### src/rtl/multi_port_branch_resolve.sv
// rtl/multi_port_branch_resolve.sv - multi-port branch resolution with registered redirect and predictor-update queue
//
// Resolves NrPorts control-flow instructions per cycle (port 0 oldest). The oldest
// mispredict or misaligned-target exception is reported one cycle after issue, and
// every unsquashed, non-excepting resolution is queued in order for predictor training.
//
// Optional feature macro: BRU_PERF_COUNTERS_EN (adds perf_resolved_o / perf_mispredict_o).
//
// Ports:
//   clk_i, rst_ni                  clock, asynchronous active-low reset
//   flush_i                        suppress next-cycle registered outputs
//   valid_i, is_jalr_i, is_branch_i, is_compressed_i, comp_res_i   per-port controls
//   pc_i, operand_a_i, imm_i, pred_addr_i (VLEN each), pred_cf_i (3 each)  per-port data
//   ready_o                        room for a full NrPorts group in the queue
//   result_valid_o, result_o       registered link value (next pc) per port
//   mispredict_o, redirect_pc_o    registered redirect pulse and target
//   ex_valid_o, ex_tval_o          registered misaligned-target exception, sign-extended pc
//   upd_*                          predictor-update queue head, valid/ready handshake
module multi_port_branch_resolve #(
  parameter int unsigned NrPorts    = 2,
  parameter int unsigned VLEN       = 39,
  parameter int unsigned XLEN       = 64,
  parameter int unsigned RVC        = 1,
  parameter int unsigned QueueDepth = 4
) (
  input  logic                    clk_i,
  input  logic                    rst_ni,
  input  logic                    flush_i,
  input  logic [NrPorts-1:0]      valid_i,
  input  logic [NrPorts-1:0]      is_jalr_i,
  input  logic [NrPorts-1:0]      is_branch_i,
  input  logic [NrPorts*VLEN-1:0] pc_i,
  input  logic [NrPorts*VLEN-1:0] operand_a_i,
  input  logic [NrPorts*VLEN-1:0] imm_i,
  input  logic [NrPorts-1:0]      is_compressed_i,
  input  logic [NrPorts-1:0]      comp_res_i,
  input  logic [NrPorts*3-1:0]    pred_cf_i,
  input  logic [NrPorts*VLEN-1:0] pred_addr_i,
  output logic                    ready_o,
  output logic [NrPorts-1:0]      result_valid_o,
  output logic [NrPorts*VLEN-1:0] result_o,
  output logic                    mispredict_o,
  output logic [VLEN-1:0]         redirect_pc_o,
  output logic                    ex_valid_o,
  output logic [XLEN-1:0]         ex_tval_o,
  output logic                    upd_valid_o,
  input  logic                    upd_ready_i,
  output logic [VLEN-1:0]         upd_pc_o,
  output logic [VLEN-1:0]         upd_target_o,
  output logic                    upd_taken_o,
  output logic                    upd_mispredict_o,
`ifdef BRU_PERF_COUNTERS_EN
  output logic [31:0]             perf_resolved_o,
  output logic [31:0]             perf_mispredict_o,
`endif
  output logic [2:0]              upd_cf_o
);

  localparam logic [2:0] CF_NO  = 3'd0;
  localparam logic [2:0] CF_BR  = 3'd1;
  localparam logic [2:0] CF_JMP = 3'd2;
  localparam logic [2:0] CF_JR  = 3'd3;
  localparam logic [2:0] CF_RET = 3'd4;
  localparam int unsigned AW = (QueueDepth > 1) ? $clog2(QueueDepth) : 1;
  localparam int unsigned CW = $clog2(QueueDepth + 1);

  logic [NrPorts-1:0][VLEN-1:0] w_pc, w_opa, w_imm, w_paddr;
  logic [NrPorts-1:0][VLEN-1:0] w_next_pc, w_tgt, w_resolved;
  logic [NrPorts-1:0][2:0]      w_pcf, w_cf;
  logic [NrPorts-1:0]           w_go, w_taken, w_misp, w_exc, w_enq;
  logic [AW-1:0]                w_idx [NrPorts];
  logic [CW-1:0]                w_enq_n;
  logic                         w_seen, w_evt_misp, w_evt_exc, w_deq, w_nonempty;
  logic [VLEN-1:0]              w_evt_target, w_evt_pc;

  logic [NrPorts-1:0]           r_result_valid;
  logic [NrPorts-1:0][VLEN-1:0] r_result;
  logic                         r_misp, r_ex_valid;
  logic [VLEN-1:0]              r_redirect;
  logic [XLEN-1:0]              r_ex_tval;
  logic [AW-1:0]                r_wr_ptr, r_rd_ptr;
  logic [CW-1:0]                r_count;
  logic [VLEN-1:0]              r_q_pc     [QueueDepth];
  logic [VLEN-1:0]              r_q_target [QueueDepth];
  logic                         r_q_taken  [QueueDepth];
  logic                         r_q_misp   [QueueDepth];
  logic [2:0]                   r_q_cf     [QueueDepth];

  assign w_pc    = pc_i;
  assign w_opa   = operand_a_i;
  assign w_imm   = imm_i;
  assign w_paddr = pred_addr_i;
  assign w_pcf   = pred_cf_i;

  // Derived only from the occupancy register so issue never waits on upd_ready_i.
  assign ready_o = (CW'(QueueDepth) - r_count) >= CW'(NrPorts);
  // An illegal group presented while full is dropped rather than overwriting entries.
  assign w_go    = valid_i & {NrPorts{ready_o}};

  always_comb begin
    w_seen       = 1'b0;
    w_evt_misp   = 1'b0;
    w_evt_exc    = 1'b0;
    w_evt_target = '0;
    w_evt_pc     = '0;
    w_enq        = '0;
    w_enq_n      = '0;
    for (int p = 0; p < NrPorts; p++) begin
      w_next_pc[p] = w_pc[p] + (is_compressed_i[p] ? VLEN'(2) : VLEN'(4));
      w_tgt[p]     = (is_jalr_i[p] ? w_opa[p] : w_pc[p]) + w_imm[p];
      if (is_jalr_i[p]) w_tgt[p][0] = 1'b0;
      w_taken[p] = 1'b1;
      w_misp[p]  = 1'b0;
      w_cf[p]    = CF_JMP;
      if (is_branch_i[p]) begin
        w_taken[p] = comp_res_i[p];
        w_cf[p]    = CF_BR;
        w_misp[p]  = comp_res_i[p] != (w_pcf[p] == CF_BR);
      end else if (is_jalr_i[p]) begin
        w_misp[p] = (w_pcf[p] == CF_NO) || (w_tgt[p] != w_paddr[p]);
        w_cf[p]   = (w_pcf[p] == CF_RET) ? CF_RET : CF_JR;
      end
      w_resolved[p] = w_taken[p] ? w_tgt[p] : w_next_pc[p];
      w_exc[p]      = w_taken[p] && (w_tgt[p][0] || ((RVC == 0) && w_tgt[p][1]));
      // Slot = write pointer plus the number of earlier ports enqueued this cycle.
      w_idx[p] = AW'((32'(r_wr_ptr) + 32'(w_enq_n)) & (QueueDepth - 1));
      if (w_go[p] && !w_seen) begin
        if (!w_exc[p]) begin
          w_enq[p] = 1'b1;
          w_enq_n  = w_enq_n + CW'(1);
        end
        // First event port squashes every younger port in the group.
        if (w_exc[p] || w_misp[p]) begin
          w_seen       = 1'b1;
          w_evt_exc    = w_exc[p];
          w_evt_misp   = !w_exc[p];
          w_evt_target = w_resolved[p];
          w_evt_pc     = w_pc[p];
        end
      end
    end
  end

  assign w_nonempty = r_count != '0;
  assign w_deq      = w_nonempty && upd_ready_i;

  always_ff @(posedge clk_i or negedge rst_ni) begin
    if (!rst_ni) begin
      r_result_valid <= '0;
      r_result       <= '0;
      r_misp         <= 1'b0;
      r_redirect     <= '0;
      r_ex_valid     <= 1'b0;
      r_ex_tval      <= '0;
      r_wr_ptr       <= '0;
      r_rd_ptr       <= '0;
      r_count        <= '0;
    end else begin
      r_result_valid <= flush_i ? '0 : w_enq;
      for (int p = 0; p < NrPorts; p++)
        r_result[p] <= (w_enq[p] && !flush_i) ? w_next_pc[p] : '0;
      r_misp     <= w_evt_misp && !flush_i;
      r_redirect <= (w_evt_misp && !flush_i) ? w_evt_target : '0;
      r_ex_valid <= w_evt_exc && !flush_i;
      r_ex_tval  <= (w_evt_exc && !flush_i) ?
                    {{(XLEN-VLEN){w_evt_pc[VLEN-1]}}, w_evt_pc} : '0;
      r_wr_ptr   <= AW'((32'(r_wr_ptr) + 32'(w_enq_n)) & (QueueDepth - 1));
      if (w_deq) r_rd_ptr <= AW'((32'(r_rd_ptr) + 32'd1) & (QueueDepth - 1));
      r_count    <= r_count + w_enq_n - CW'(w_deq);
    end
  end

  // Queue storage needs no reset: entries are only visible while counted.
  always_ff @(posedge clk_i) begin
    for (int p = 0; p < NrPorts; p++) begin
      if (w_enq[p]) begin
        r_q_pc[w_idx[p]]     <= w_pc[p];
        r_q_target[w_idx[p]] <= w_resolved[p];
        r_q_taken[w_idx[p]]  <= w_taken[p];
        r_q_misp[w_idx[p]]   <= w_misp[p];
        r_q_cf[w_idx[p]]     <= w_cf[p];
      end
    end
  end

  assign result_valid_o   = r_result_valid;
  assign result_o         = r_result;
  assign mispredict_o     = r_misp;
  assign redirect_pc_o    = r_redirect;
  assign ex_valid_o       = r_ex_valid;
  assign ex_tval_o        = r_ex_tval;
  assign upd_valid_o      = w_nonempty;
  assign upd_pc_o         = w_nonempty ? r_q_pc[r_rd_ptr]     : '0;
  assign upd_target_o     = w_nonempty ? r_q_target[r_rd_ptr] : '0;
  assign upd_taken_o      = w_nonempty && r_q_taken[r_rd_ptr];
  assign upd_mispredict_o = w_nonempty && r_q_misp[r_rd_ptr];
  assign upd_cf_o         = w_nonempty ? r_q_cf[r_rd_ptr] : 3'd0;

`ifdef BRU_PERF_COUNTERS_EN
  logic [31:0] r_perf_resolved, r_perf_misp;
  always_ff @(posedge clk_i or negedge rst_ni) begin
    if (!rst_ni) begin
      r_perf_resolved <= '0;
      r_perf_misp     <= '0;
    end else begin
      r_perf_resolved <= r_perf_resolved + 32'(w_enq_n);
      r_perf_misp     <= r_perf_misp + 32'(w_evt_misp);
    end
  end
  assign perf_resolved_o   = r_perf_resolved;
  assign perf_mispredict_o = r_perf_misp;
`endif

  a_no_issue_when_full: assert property (@(posedge clk_i) disable iff (!rst_ni)
    (|valid_i) |-> ready_o);

endmodule

### config.mk
export PLATFORM = sky130hd
export DESIGN_NAME = multi_port_branch_resolve
export DESIGN_NICKNAME = d
export VERILOG_FILES = /design/src/rtl/multi_port_branch_resolve.sv
export SDC_FILE = /design/constraint.sdc
export NUM_CORES = 1
export LEC_CHECK = 0
export BUFFER_PORTS_ARGS = -buffer_cell sky130_fd_sc_hd__buf_2
export CAP_MARGIN = 25
export CORE_AREA = 5 5 252 254
export CTS_CLUSTER_SIZE = 28
export DETAILED_ROUTE_END_ITERATION = 7
export DIE_AREA = 0 0 257 259
export GPL_TIMING_DRIVEN = 0
export PLACE_DENSITY = 0.76
export SETUP_SLACK_MARGIN = 0.5
export SYNTH_ARGS = -nofsm -noshare
export SYNTH_HDL_FRONTEND = slang
export SYNTH_SLANG_ARGS = --single-unit
### constraint.sdc
create_clock -name clk_i -period 10.43 [get_ports clk_i]
set_clock_uncertainty 0.1 [all_clocks]
set_input_delay 0.5215 -clock clk_i [delete_from_list [all_inputs] [get_ports clk_i]]
set_output_delay 0.5215 -clock clk_i [all_outputs]
set_load 0.005 [all_outputs]
# --- Yosys cells after proc, flatten, opt, wreduce, memory -nomap -nowiden ---
# Memories as Yosys holds them, arrays and structs flattened.
# Cells that the tools add are included.
classes:
  add_sub_neg: 11
  n_lt_le_gt_ge: 1
  n_eq_ne: 8
  mux: 58
  bitwise: 1
  reduce_logical: 21
ops:
  columns: ["operator", "count"]
  rows:
  - ["$mux 39", 17]
  - ["$add 39x3->39", 2]
  - ["$add 39x39->39", 2]
  - ["$ne 39x39->1", 2]
  - ["$mux 64", 1]
  - ["$mux 3", 11]
  - ["$mux 1", 28]
  - ["$logic_and 1x1->1", 10]
  - ["$eq 3x1->1 const B", 2]
  - ["$eq 3x3->1 const B", 2]
  - ["$logic_not 3->1", 2]
  - ["$add 2x2->2", 2]
  - ["$logic_not 1->1", 4]
  - ["$logic_or 1x1->1", 4]
  - ["$add 3x1->3 const B", 1]
  - ["$add 3x3->3", 1]
  - ["$ge 3x2->1 const B", 1]
  - ["$reduce_bool 3->1", 1]
  - ["$sub 3x1->3", 1]
  - ["$sub 3x3->3 const A", 1]
  - ["$add 2x1->2 const B", 1]
  - ["$and 2x2->2", 1]
  - ["$mux 2", 1]
  - ["$ne 1x1->1", 2]
word_totals:
  regBits: 192
  ramBits: 332
  input_bits: 332
  wordCells: 115
  memories: 5
mem_list:
  columns: ["name", "words", "word_bits", "rd", "rd_clocked_by_memory_dff", "wr", "line", "rtl"]
  rows:
  - ["r_q_pc", 4, 39, 1, 0, 2, "83", "logic [VLEN-1:0] r_q_pc [QueueDepth];"]
  - ["r_q_target", 4, 39, 1, 0, 2, "84", "logic [VLEN-1:0] r_q_target [QueueDepth];"]
  - ["r_q_cf", 4, 3, 1, 0, 2, "87", "logic [2:0] r_q_cf [QueueDepth];"]
  - ["r_q_misp", 4, 1, 1, 0, 2, "86", "logic r_q_misp [QueueDepth];"]
  - ["r_q_taken", 4, 1, 1, 0, 2, "85", "logic r_q_taken [QueueDepth];"]

# --- Logic depth before layout (Yosys ltp) ---
depth:
  depth_word: 15
  depth_mapped: 24
  depth_no_buf: 20

# --- Worst setup path after synthesis ---
# OpenSTA, ideal clock, no wires.
synth_path:
  kind: "in2reg"
  start: "in is_jalr_i[0]"
  end: "mem r_q_cf[3][0], enable pin"
  setup_time_ns: 0.542
  arrival_time_ns: 7.063
  t_required_ns: 9.788
  setup_slack_ns: 2.726
  stages: 20
  n_path_buf: 4
  cell_sequence: "clkbuf_1 > clkbuf_1 > mux2_2 > ha_1 > inv_1 > fa_1 > nand2b_1 > a211oi_4 > o2111ai_2 > a311oi_1 > nor3_1 > a221oi_1 > nand4_1 > or4_4 > nor4b_4 > o21ai_2 > nor4b_4 > buf_6 > buf_6 > o21bai_1"
synth_lines:
  columns: ["item", "line", "rtl"]
  rows:
  - ["start, declared", "30", "input logic [NrPorts-1:0] is_jalr_i,"]
  - ["end, declared", "87", null]

==> flow_metrics.py <==
metrics = {
    "global_route": {
        "grt_overflow": 0,
        "grt_usage": 0.394,
        "grt_pass1_vias": 28336,
        "grt_max_degree": 87,
        "antenna_found_initial": 15,
        "grt_pass1_wl_mm": 194,
    },
    "routing": {
        "dr_total_vias": 29433,
        "antenna_left": 0,
        "wl_met1_mm": 49.7,
        "firstDrtPassIters": 6,
        "wl_met3_mm": 16.5,
        "drc": 0,
        "wl_per_cell_um": 30.5,
        "maxUsedRoutingLayer": "met5",
        "wl_mm": 136,
        "first_iter_violations": 3960,
        "route.met2.wl_mm": 61.5,
        "detail_route.vias_per_cell": 6.58,
    },
    "final_layout": {
        "multi_input_area_sq_mm": 0.0177,
        "fin_util": 0.645,
        "n_fill_cell": 4811,
        "fin_nets": 4049,
        "regArea_sq_mm": 0.0141,
        "drive_above_1_share": 0.298,
        "stdcell_area_sq_mm": 0.0394,
        "area_growth_pct": 18.4,
    },
    "critical_path": {
        "worst-r2r-setup-slack_ps": 5150,
        "cp.arrival_ps": 8610,
        "path_max_fanout": 20,
        "crit_required_ps": 10660,
        "endpoint_kind": "flop",
        "cp-start-kind": "input pin",
        "path_cells": "clkbuf_1, clkbuf_1, mux2_2, ha_1, buf_2, a21oi_1, o21ai_0, o31ai_1, a2111oi_0, a21oi_1, xnor3_1, nor4_1, nor4b_4, o21ai_2, nor3_2, buf_4, buf_4, o21bai_4, buf_16, buf_12, buf_16",
        "crit_path_top_delay_cell": "nor4_1",
        "slowest_delay_ps": 870,
        "crit_type": "input pin to flop",
    },
    "synth": {
        "synth_warnings": 0,
        "synthFlopType": "edfxtp_1",
        "synth_top_area_cell": "edfxtp_1",
        "syn_area_sq_mm": 0.0333,
        "synth.distinct_cells": 96,
        "synth_top_area_frac": 0.300,
        "synth-edff-count": 332,
        "synth-seq-cells": 499,
        "yosysSeqAreaShare": 0.425,
        "syn_nets": 3423,
        "syn_avg_cell_area_sq_um": 11.1,
        "synthTopCellsByArea": "edfxtp_1, dfrtp_1, mux2_2, mux4_2, mux2i_1",
        "synth_cells": 2997,
        "synthArstFlopShare": 0.335,
    },
    "placement": {
        "dp_slack_ps": 1920,
        "port_buffers": 542,
        "placed_area_sq_mm": 0.0374,
        "place.gp.congestion": 1.04,
        "hpwl_mm": 107,
    },
    "clocking": {
        "path_clk_slew_ps": 60,
        "cts_tree": "done",
        "insertion_delay_ps": 620,
        "clkSinkCount": 499,
        "cts_buffers": 54,
        "clockBufferDepth": 3,
        "postCtsResizedCells": 0,
        "clock-root-buffer": "clkbuf_16",
        "htreeDepth": 2,
    },
    "sta": {
        "fin_setup_tns_ps": 0,
        "fin_ws_ps": 2040,
        "slew_headroom": 0.175,
        "rsz0062_at_grt": "no",
        "fin_crit_sh": 0.804,
        "slew_violations": 0,
        "setup_viol": 0,
        "period_needed_ps": 8390,
        "hold_viol_final": 0,
        "maxClockFrequency_mhz": 119,
        "tightest_slew_ps": 1220,
    },
    "floorplan": {
        "num_rows": 91,
        "initial_core_util": 0.545,
        "die_area_sq_mm": 0.0666,
        "die_w_um": 257,
        "die_y_um": 259,
        "ios": 602,
        "core_sq_mm": 0.0610,
    },
    "power_and_ir_drop": {
        "power.leakage_nw": 15.7,
        "vdd_drop_max_mv": 0.164,
        "p_per_area_mw_per_mm2": 247,
    },
    "min_path": {
        "hp-class": "input pin to flop",
    },
    "outcome": {
        "status": "complete, no violations",
    },
    "flow_run": {
        "drv_cap": 0,
    },
}
## cells by family (layout without fill, tap and decap cells)
| logic type | after synthesis | count (layout) | synth area share |
|---|---|---|---|
| buffers and inverters | 313 | 985 | 0.0451 |
| other | 0 | 11 | 0 |
| multiplexers | 496 | 496 | 0.190 |
| AND/OR/NAND/NOR | 836 | 836 | 0.124 |
| XOR/XNOR | 225 | 225 | 0.0677 |
| adder cells (fa/ha/maj) | 94 | 94 | 0.0365 |
| AO/OA/AOI/OAI | 534 | 534 | 0.112 |
| flip-flops | 499 | 499 | 0.425 |
## sequential cells by signal (all words and copies together) (netlist names)
signal and flops:
r_q_cf 12, r_rd_ptr 2, r_q_taken 4, r_count 3
r_wr_ptr 2, mispredict_o 1, redirect_pc_o 39, result_o 78
ex_tval_o 39, result_valid_o 2, ex_valid_o 1, r_q_misp 4
r_q_target 156, r_q_pc 156
## report_power, final
group          internal (mW)  total (mW)  switching, mW  leakage, nW
combinational           1.93        4.63           2.70         9.49
clock                   1.12        1.98          0.865        0.910
sequential              2.93        3.09          0.159         5.34
## repair_timing
| action | CTS | global route |
|---|---|---|
| endpoints found under the hold margin | 85 | 0 |
| setup buffers | 0 | 0 |
| hold buffers | 1 | 0 |
## metal layers
metal,global-route usage,vias up
li1,-,12379
met1,0.528,14404
met2,0.615,2212
met3,0.0848,428
met4,0.193,10
met5,0,-
## placed cells by master (no fill, tap or decap), drive strengths merged, types with 11 or more instances in the layout
master / count
a221oi: 12
mux2i: 171
mux2: 242
and2: 112
nor3: 45
and3: 17
or3: 13
edfxtp: 332
nand4: 37
nand2b: 25
xnor2: 124
or2: 12
o211ai: 16
nor2b: 16
o21bai: 11
o21a: 17
nor2: 260
buf: 686
nor4: 18
diode: 11
o21ai: 117
nand2: 192
xor2: 81
a21oi: 137
o32a: 29
mux4: 83
a32o: 41
xnor3: 16
a31oi: 19
a21o: 25
ha: 89
dfrtp: 167
nand3: 56
inv: 48
a211oi: 19
clkbuf: 230
clkinv: 17
## worst max-delay path, delay by kind of cell
family	cells	cell delay [ps]
compound gates	7	2720
buf+inv	8	2650
simple gates	3	1620
mux	1	460
xor+xnor	1	300
fa+ha+maj	1	280
## final cells by class
cell class                 count  area share
antenna                       11    0.000699
sequential                   499       0.359
multi-input combinational   2185       0.448
clock inverter                26     0.00680
tap                          790      0.0251
timing repair buffer         570      0.0814
inverter                      42     0.00400
clock buffer                  76      0.0401
buffer                       271      0.0341
## synth_stat cells (18+ instances only)
| cell | count |
|---|---|
| mux4_2 | 83 |
| nand3_1 | 56 |
| a21o_1 | 25 |
| buf_1 | 25 |
| clkbuf_1 | 145 |
| xnor2_1 | 124 |
| o32a_1 | 29 |
| nand2_1 | 192 |
| mux2i_1 | 171 |
| nor3_1 | 43 |
| a31oi_1 | 19 |
| inv_1 | 41 |
| xor2_1 | 81 |
| mux2_1 | 37 |
| nand4_1 | 35 |
| ha_1 | 89 |
| nand2b_1 | 25 |
| buf_2 | 43 |
| dfrtp_1 | 167 |
| a21oi_1 | 133 |
| a211oi_1 | 18 |
| mux2_2 | 205 |
| a32o_1 | 41 |
| edfxtp_1 | 332 |
| o21ai_0 | 106 |
| and2_1 | 111 |
| nor2_1 | 260 |
| buf_4 | 44 |
## worst paths after layout
| path | endpoint | cells after the start | start |
|---|---|---|---|
| worst max-delay path | r_q_pc[1][2] | 21 | is_jalr_i[0] |
| worst min-delay path | ex_tval_o[2] | 2 | pc_i[41] |
| worst max register to register | r_q_pc[1][2] | 16 | r_count[0] |
| worst min register to register | r_count[2] | 2 | r_count[2] |
| max in group asynchronous | result_o[57] | 3 | rst_ni |
| min in group asynchronous | result_o[33] | 2 | rst_ni |
## per-stage QoR
step                power, mW  std cells  hold WS (ps)
finish                   9.71       4470           167
global route             10.0       4464           171
CTS                      9.60       4449           155
detailed placement       7.61       4346           430
global placement         7.52       4329           424
floorplan                5.82       2997           126
No activity file was read; power rests on OpenSTA's default activity.
